### src/rtl/adc_serial_multi.sv
// Multi-channel serial ADC reader: shared cs/sclk, one sdata line per channel, offset-binary to signed words.
// Latency: cs low for (2*FRAME+1)*CLK_DIV cycles, sample_valid one cycle after cs rises; optional ADC_AVG_EN averages 4 frames.
// No backpressure: sample_valid is a one-cycle strobe, dato_final holds until the next strobe.
module adc_serial_multi #(
    parameter int NUM_CH     = 2,
    parameter int ADC_BITS   = 12,
    parameter int LEAD_BITS  = 4,
    parameter int OUT_W      = 25,
    parameter int FRAC_SHIFT = 0,
    parameter int CLK_DIV    = 2,
    parameter int SAMPLE_PER = 100,
    parameter int QUIET_CYC  = 4
) (
    input  logic                      clk,
    input  logic                      rst,
    input  logic                      en,
    input  logic [NUM_CH-1:0]         sdata,
    output logic                      cs,
    output logic                      sclk,
    output logic                      busy,
    output logic                      sample_valid,
    output logic [NUM_CH*OUT_W-1:0]   dato_final
);

    localparam int FRAME = LEAD_BITS + ADC_BITS;
    localparam int HW    = $clog2(CLK_DIV + 1);
    localparam int EW    = $clog2(FRAME + 1);
    localparam int QW    = $clog2(QUIET_CYC + 2);
    localparam int PW    = $clog2(SAMPLE_PER + 1);

    localparam logic [HW-1:0] H_LAST = HW'(CLK_DIV - 1);
    localparam logic [EW-1:0] E_LAST = EW'(FRAME);
    localparam logic [QW-1:0] Q_LAST = QW'(QUIET_CYC - 1);
    localparam logic [PW-1:0] P_LAST = PW'(SAMPLE_PER - 1);

    localparam logic [1:0] S_IDLE  = 2'd0;
    localparam logic [1:0] S_SHIFT = 2'd1;
    localparam logic [1:0] S_QUIET = 2'd2;
    localparam logic [1:0] S_WAIT  = 2'd3;

    logic [1:0]          state;
    logic [HW-1:0]       hcnt;
    logic [EW-1:0]       ecnt;
    logic [QW-1:0]       qcnt;
    logic [PW-1:0]       pcnt;
    logic                en_lost;
    logic                latch_pend;
    logic [ADC_BITS-1:0] shreg [NUM_CH];

    // Offset binary to two's complement is just an MSB flip.
    function automatic logic signed [ADC_BITS-1:0] sval(input logic [ADC_BITS-1:0] code);
        return {~code[ADC_BITS-1], code[ADC_BITS-2:0]};
    endfunction

    function automatic logic signed [OUT_W-1:0] fmt(input logic signed [ADC_BITS+1:0] v);
        return OUT_W'(v) <<< FRAC_SHIFT;
    endfunction

    always_ff @(posedge clk or negedge rst) begin
        if (!rst) begin
            state      <= S_IDLE;
            cs         <= 1'b1;
            sclk       <= 1'b1;
            busy       <= 1'b0;
            hcnt       <= '0;
            ecnt       <= '0;
            qcnt       <= '0;
            pcnt       <= '0;
            en_lost    <= 1'b0;
            latch_pend <= 1'b0;
            for (int k = 0; k < NUM_CH; k++) shreg[k] <= '0;
        end else begin
            latch_pend <= 1'b0;
            if (pcnt != P_LAST) pcnt <= pcnt + 1'b1;
            case (state)
                S_IDLE: begin
                    if (en) begin
                        state   <= S_SHIFT;
                        cs      <= 1'b0;
                        busy    <= 1'b1;
                        pcnt    <= '0;
                        hcnt    <= '0;
                        ecnt    <= '0;
                        en_lost <= 1'b0;
                    end
                end
                S_SHIFT: begin
                    if (!en) en_lost <= 1'b1;
                    if (hcnt == H_LAST) begin
                        hcnt <= '0;
                        // One extra half-period after the last rising edge, then release cs.
                        if (ecnt == E_LAST) begin
                            cs         <= 1'b1;
                            busy       <= 1'b0;
                            latch_pend <= 1'b1;
                            qcnt       <= '0;
                            state      <= S_QUIET;
                        end else begin
                            sclk <= ~sclk;
                            if (!sclk) begin
                                ecnt <= ecnt + 1'b1;
                                for (int k = 0; k < NUM_CH; k++)
                                    shreg[k] <= {shreg[k][ADC_BITS-2:0], sdata[k]};
                            end
                        end
                    end else begin
                        hcnt <= hcnt + 1'b1;
                    end
                end
                S_QUIET: begin
                    if (qcnt == Q_LAST) state <= (en_lost || !en) ? S_IDLE : S_WAIT;
                    else qcnt <= qcnt + 1'b1;
                end
                S_WAIT: begin
                    if (pcnt == P_LAST) begin
                        if (en) begin
                            state   <= S_SHIFT;
                            cs      <= 1'b0;
                            busy    <= 1'b1;
                            pcnt    <= '0;
                            hcnt    <= '0;
                            ecnt    <= '0;
                            en_lost <= 1'b0;
                        end else begin
                            state <= S_IDLE;
                        end
                    end
                end
                default: state <= S_IDLE;
            endcase
        end
    end

`ifdef ADC_AVG_EN
    logic signed [ADC_BITS+1:0] acc [NUM_CH];
    logic signed [ADC_BITS+1:0] sum [NUM_CH];
    logic [1:0]                 fcnt;

    always_comb begin
        for (int k = 0; k < NUM_CH; k++)
            sum[k] = acc[k] + (ADC_BITS+2)'(sval(shreg[k]));
    end

    always_ff @(posedge clk or negedge rst) begin
        if (!rst) begin
            sample_valid <= 1'b0;
            dato_final   <= '0;
            fcnt         <= '0;
            for (int k = 0; k < NUM_CH; k++) acc[k] <= '0;
        end else begin
            sample_valid <= 1'b0;
            if (latch_pend) begin
                if (fcnt == 2'd3) begin
                    sample_valid <= 1'b1;
                    fcnt         <= '0;
                    for (int k = 0; k < NUM_CH; k++) begin
                        dato_final[k*OUT_W +: OUT_W] <= fmt(sum[k] >>> 2);
                        acc[k] <= '0;
                    end
                end else begin
                    fcnt <= fcnt + 1'b1;
                    for (int k = 0; k < NUM_CH; k++) acc[k] <= sum[k];
                end
            end
            if (state == S_IDLE) begin
                fcnt <= '0;
                for (int k = 0; k < NUM_CH; k++) acc[k] <= '0;
            end
        end
    end
`else
    always_ff @(posedge clk or negedge rst) begin
        if (!rst) begin
            sample_valid <= 1'b0;
            dato_final   <= '0;
        end else begin
            sample_valid <= latch_pend;
            if (latch_pend) begin
                for (int k = 0; k < NUM_CH; k++)
                    dato_final[k*OUT_W +: OUT_W] <= fmt((ADC_BITS+2)'(sval(shreg[k])));
            end
        end
    end
`endif

endmodule

### config.mk
export PLATFORM = sky130hd
export DESIGN_NAME = adc_serial_multi
export DESIGN_NICKNAME = d
export VERILOG_FILES = /design/src/rtl/adc_serial_multi.sv
export SDC_FILE = /design/constraint.sdc
export NUM_CORES = 1
export LEC_CHECK = 0
export ABC_AREA = 1
export BUFFER_PORTS_ARGS = -buffer_cell sky130_fd_sc_hd__buf_2
export CAP_MARGIN = 20
export CORE_ASPECT_RATIO = 1.4
export CORE_MARGIN = 4
export CORE_UTILIZATION = 50
export CTS_BUF_LIST = sky130_fd_sc_hd__clkbuf_8
export DETAILED_ROUTE_END_ITERATION = 8
export GPL_TIMING_DRIVEN = 1
export PLACE_DENSITY = 0.72
export REMOVE_ABC_BUFFERS = 1
export SLEW_MARGIN = 20
export SYNTH_ARGS = -nofsm -noshare
export SYNTH_HDL_FRONTEND = slang
export SYNTH_SLANG_ARGS = --single-unit
### constraint.sdc
create_clock -name clk -period 1.87 [get_ports clk]
set_clock_uncertainty 0.15 [all_clocks]
set_input_delay 0.187 -clock clk [delete_from_list [all_inputs] [get_ports clk]]
set_output_delay 0.187 -clock clk [all_outputs]
set_load 0.05 [all_outputs]
---- After elaboration in Yosys (flattened, before gate mapping) ----
Cells that the tools add are included.
storage, ports and cells
  bits in registers ....................... 86
  bits in latches ......................... 0
  bits in writable memories ............... 0
  bits in read-only memories .............. 0
  bits of input ports ..................... 5
  logic and storage cells ................. 95
  memories kept ........................... 0
operators by class
  add/subtract/negate cells ............... 4
  multiply operators ...................... 0
  divide/modulo/power cells ............... 0
  magnitude comparators ................... 0
  eq/ne operators ......................... 17
  shift operators ......................... 0
  multiplexer cells ....................... 43
  bitwise logic cells ..................... 4
  reductions and logical operators ........ 13
operator list
  operator                                       count
  2-to-1 mux 5 bit                               5
  2-to-1 mux 7 bit                               3
  2-to-1 mux 2 bit                               9
  inequality test 2 bit, second input constant   9
  2-to-1 mux 1 bit                               15
  case mux 5 bit (3 select lines)                1
  case mux 7 bit (2 select lines)                1
  AND reduction 4 bit                            3
  AND reduction 5 bit                            2
  2-to-1 mux 3 bit                               3
  case mux 1 bit (3 select lines)                3
  case mux 2 bit (4 select lines)                1
  adder 7 x 1 -> 7 bit, second input constant    1
  == test 7 bit, second input constant           1
  inequality test 7 bit, second input constant   1
  case mux 2 bit (3 select lines)                1
  case mux 3 bit (2 select lines)                1
  AND reduction 3 bit                            2
  adder 5 x 1 -> 5 bit, second input constant    1
  == test 5 bit, second input constant           1
  == test 2 x 1 -> 1 bit, second input constant  2
  == test 2 bit, second input constant           2
  inverter 1 bit                                 4
  adder 3 x 1 -> 3 bit, second input constant    1
  8 further kinds                                8

---- Logic depth before layout (Yosys ltp) ----
  word-level depth ........................ 5
  depth in mapped cells ................... 11
  gate-level depth less buffers ........... 10

---- Worst setup path before layout ----
Ideal clock, no wire load.
  path type ............................... register to register
  from .................................... register state[1]
  to ...................................... register hcnt[0]
  setup time .............................. 126 ps
  arrival ................................. 1470 ps
  required time ........................... 1594 ps
  path slack .............................. 124 ps
  stages on the path, launching flop included .. 10
  clock period less this slack ............ 1746 ps
  cells stage by stage .................... dfrtp_1 -> inv_1 -> ha_1 -> buf_4 -> inv_2 -> ha_1 -> nor2_1 -> nand2_1 -> nand2_1 -> o21ai_0
between the ends
  word-level cells in the longest chain between the ends .. 3
  elaborated cells between the ends (all ways) .. 7
  classes of those cells .................. 3 x eq/ne; 1 x mux; 3 x reduce/logical
ends and longest elaborated chain
  what                                                                          RTL line  text
  from (decl)                                                                   41        logic [1:0] state;
  from (signal assigned)                                                        111       if (qcnt == Q_LAST) state <= (en_lost || !en) ? S_IDLE : S_WAIT;
  == test 2 bit (tied with other cells)                                         75        case (state)
  inequality test 2 bit (no source line) or nonzero test 3 bit (tied branches)  -
  AND reduction 2 bit (no source line)                                          -
  to (signal assigned)                                                          107       hcnt <= hcnt + 1'b1;
  to (decl)                                                                     42        logic [HW-1:0] hcnt;
Parallel ways exist; a longest one is shown, timed or not.
A chain may end at the register's enable or synchronous reset.

---- Worst setup path after layout ----
  from .................................... register ecnt[0]
  to ...................................... register shreg[16] (netlist name)
between the ends
  word-level cells in the longest chain between the ends .. 3
ends and longest elaborated chain
  what                                  RTL line  text
  from (decl)                           43        logic [EW-1:0] ecnt;
  from (signal assigned)                101       ecnt <= ecnt + 1'b1;
  == test 5 bit                         92        if (ecnt == E_LAST) begin
  inverter 1 bit (no source line)       -
  AND reduction 4 bit (no source line)  -
  to (signal, indexed assignment)       103       shreg[k] <= {shreg[k][ADC_BITS-2:0], sdata[k]};
  to (decl)                             48        logic [ADC_BITS-1:0] shreg [NUM_CH];
Every way passes these cells.

==> flow_summary.toml <==
[cells_and_area]
mostFrequentLayoutCell = "nand2_1"
antennaDiodeCount = 0
final_cell_area_mm2 = 0.00420
final_util_pct = 60.1
drive_gt1_share_pct = 26.6
mostFrequentLayoutCells = "nand2_1 (138), dfrtp_1 (70), buf_2 (58), nand3_1 (35), inv_1 (31)"
syn2layout_area_growth_pct = 16.8
layout.nets = 476

[floorplan]
row_count = 36
die_w_um = 79.7
ios = 59
initial_core_util_pct = 51.5
dieArea_mm2 = 0.00863
die_y_um = 108
coreArea_mm2 = 0.00698

[cts]
cts_root_buf = "clkbuf_8"
clkLatencyLatePin_ps = 340
htreeDepth = 3
cts_tree = "yes"
clkTransAtPathRegs_ps = 80
cts.sinks = 73
clockBufferDepth = 2
numCtsBuffers = 9

[setup_path]
crit_top_cell = "nand2_4"
reg2reg_from = "ecnt[0]$_DFFE_PN0P_"
crit_path_start_kind = "register"
critPathBufInv = 2
rrSetupSlack_ps = 140
path_cells = "inv_1 -> ha_1 -> nand2_1 -> inv_1 -> nand2_4 -> nand2_4 -> nor2_8 -> nand2_4 -> nand2_2 -> o21ai_2"
reg2regPathDepth = 10
endpoint_kind = "register"
crit_fanout = 15
critPathTopFamily = "simple AND/OR/NAND/NOR gates"
worstReg2RegEnd = "shreg[16]$_DFFE_PN0P_"
required_ps = 1950
slowest_stage = "dfrtp_1"
path_class = "register to register"
cp.arrival_ps = 1810
slowest_delay_ps = 410

[timing]
setup_viol = 0
worstMarginPinSlew_ps = 615
fmax_ghz = 0.578
slew-limit-headroom_pct = 59.0
hold_viol = 0
timing.final.crit_period_ps = 1730
fin_crit_sh_pct = 92.5
final-max-slew-violation-count = 0

[routing]
wl_per_cell_um = 12.2
drt-initial-drc-count = 236
num_vias = 2785
remaining_drc_errors = 0
first_pass_iters = 4
antenna_left = 0
wl_mm = 6.87
vias_per_cell = 4.96

[job]
max_cap_viol_count = 0

[global_route]
grt_max_degree = 33
track_usage_pct = 17.0
grt_pass1_wl_mm = 11.7
grt_overflow = 0
grt_pass1_vias = 2638
antenna_found_initial = 0

[logic_synthesis]
ys_seq_elements = 73
synth.distinct_cells = 30
synth_edf_count = 0
syn-cell-area_mm2 = 0.00360
syn_area_per_cell_um2 = 8.75
synthMuxAreaShare_pct = 0
synthAdderAreaFrac_pct = 3.48
synthXorXnorAreaFrac_pct = 0.974
synth_top_family_by_area = "simple AND/OR/NAND/NOR gates"
synth_compound_area_share_pct = 6.44
synth_cells = 411
yosys.area_share.simple_pct = 27.0
yosys_most_used_dff = "dfrtp_1"
seq_area_frac_synth_pct = 50.9
yosysWarnings = 0
synthArstFlopShare_pct = 100

[worst_hold_path]
worstHoldStart = "en"
holdCritPathClass = "input port to register"
hold_end = "state[0]$_DFFE_PN0P_"
hold_depth = 5

[run_status]
status = "finished, final reports clean"

[placed_design]
gp_congestion = 0.817
placed_cell_area_mm2 = 0.00382
portBuffers = 58
hpwlAfterDp_mm = 4.64

[power_and_ir_drop]
power_per_cell_area_mw_per_mm2 = 1610
p_leak_nw = 2.36
vdd_drop_max_v = 0.00105
## per-layer routing
layer | up-vias | global-route usage [%] | part of all wire (%)
li1 | 1375 | - | -
met1 | 1323 | 21.0 | 41
met2 | 77 | 29.0 | 51
met3 | 10 | 3.83 | 6.0
met4 | 0 | 6.14 | 1.6
met5 | - | 0 | 0
## sequential cells by signal, indices dropped and copies added, names as in the netlist
name and count:
sclk 1, qcnt 3, sample_valid 1, shreg 24
en_lost 1, latch_pend 1, busy 1, hcnt 2
pcnt 7, dato_final 24, state 2, ecnt 5
cs 1
## cells in the mapped netlist (6+ instances only)
library cell,number,share of area (%)
buf_4,29,6.1
nand3_1,35,4.9
nand2_1,139,15
o21bai_1,6,1.3
clkbuf_1,6,0.63
nor2_1,16,1.7
o21ai_2,7,1.7
o21ai_0,17,2.4
inv_1,32,3.3
ha_1,10,3.5
nand2_2,7,1.2
nand4_1,6,1.0
dfrtp_1,71,49
## area by class of cell
class / instances / area [um2]
sequential: 73 / 1830
clock buffer: 9 / 124
fill: 599 / 2780
clock inverter: 7 / 119
tap: 95 / 119
multi-input combinational: 267 / 1430
timing repair buffer: 75 / 450
inverter: 35 / 131
## kinds of logic after synthesis
logic type | Yosys count
AOI/OAI and AO/OA | 35
xor gates and xnor gates | 4
adders and majority gates | 10
buffers and inverters | 73
DFF | 73
and+or+nand+nor | 216
## how the worst max path moves through the flow
stage | start | endpoint | slack [ps] | cells after the start
2_1_floorplan | dato_final[24]$_DFFE_PN0P_ | dato_final[24]$_DFFE_PN0P_ | -3110 | 2
3_3_place_gp | state[1]$_DFFE_PN0P_ | hcnt[0]$_DFFE_PN0P_ | -6 | 8
3_5_place_dp | state[1]$_DFFE_PN0P_ | hcnt[0]$_DFFE_PN0P_ | -60 | 8
4_1_cts | state[1]$_DFFE_PN0P_ | hcnt[0]$_DFFE_PN0P_ | 10 | 8
5_1_grt | ecnt[0]$_DFFE_PN0P_ | shreg[19]$_DFFE_PN0P_ | -3 | 10
6_report | ecnt[0]$_DFFE_PN0P_ | shreg[16]$_DFFE_PN0P_ | 140 | 10
## power by group
part | total, mW | leakage (nW) | switching [mW] | internal [mW]
Combinational | 3.12 | 1.25 | 2.28 | 0.844
Sequential | 2.17 | 0.989 | 0.284 | 1.89
Clock | 1.48 | 0.121 | 0.593 | 0.888
## timing repair
item,4_1_cts,5_1_grt
resized for setup,1,9
cloned,0,2
buffers inserted,0,5
setup endpoints to repair,24,36
hold endpoints to repair,23,0
pin swaps,0,5
hold buffers,3,0
## worst register-to-register path, delay by kind of cell (launching register included)
family          cells  cell delay [ps]
simple gates        6              680
flops               1              410
fa+ha+maj           1              190
buf+inv             2              140
compound gates      1               50
## metrics by stage
step                setup TNS (ps)  hold slack (ps)  worst slack (ps)  power [mW]  std cells
global placement             -6.35             88.4             -6.35        5.07        535
detailed placement           -68.6             88.5             -55.2        5.14        535
floorplan                   -88480             -259             -3110        3.91        373
finish                           0             85.8               140        6.78        561
CTS                              0             62.0              9.80        6.66        554
global route                 -3.65              150             -3.05        7.22        561
(Power assumes the default switching activity.)
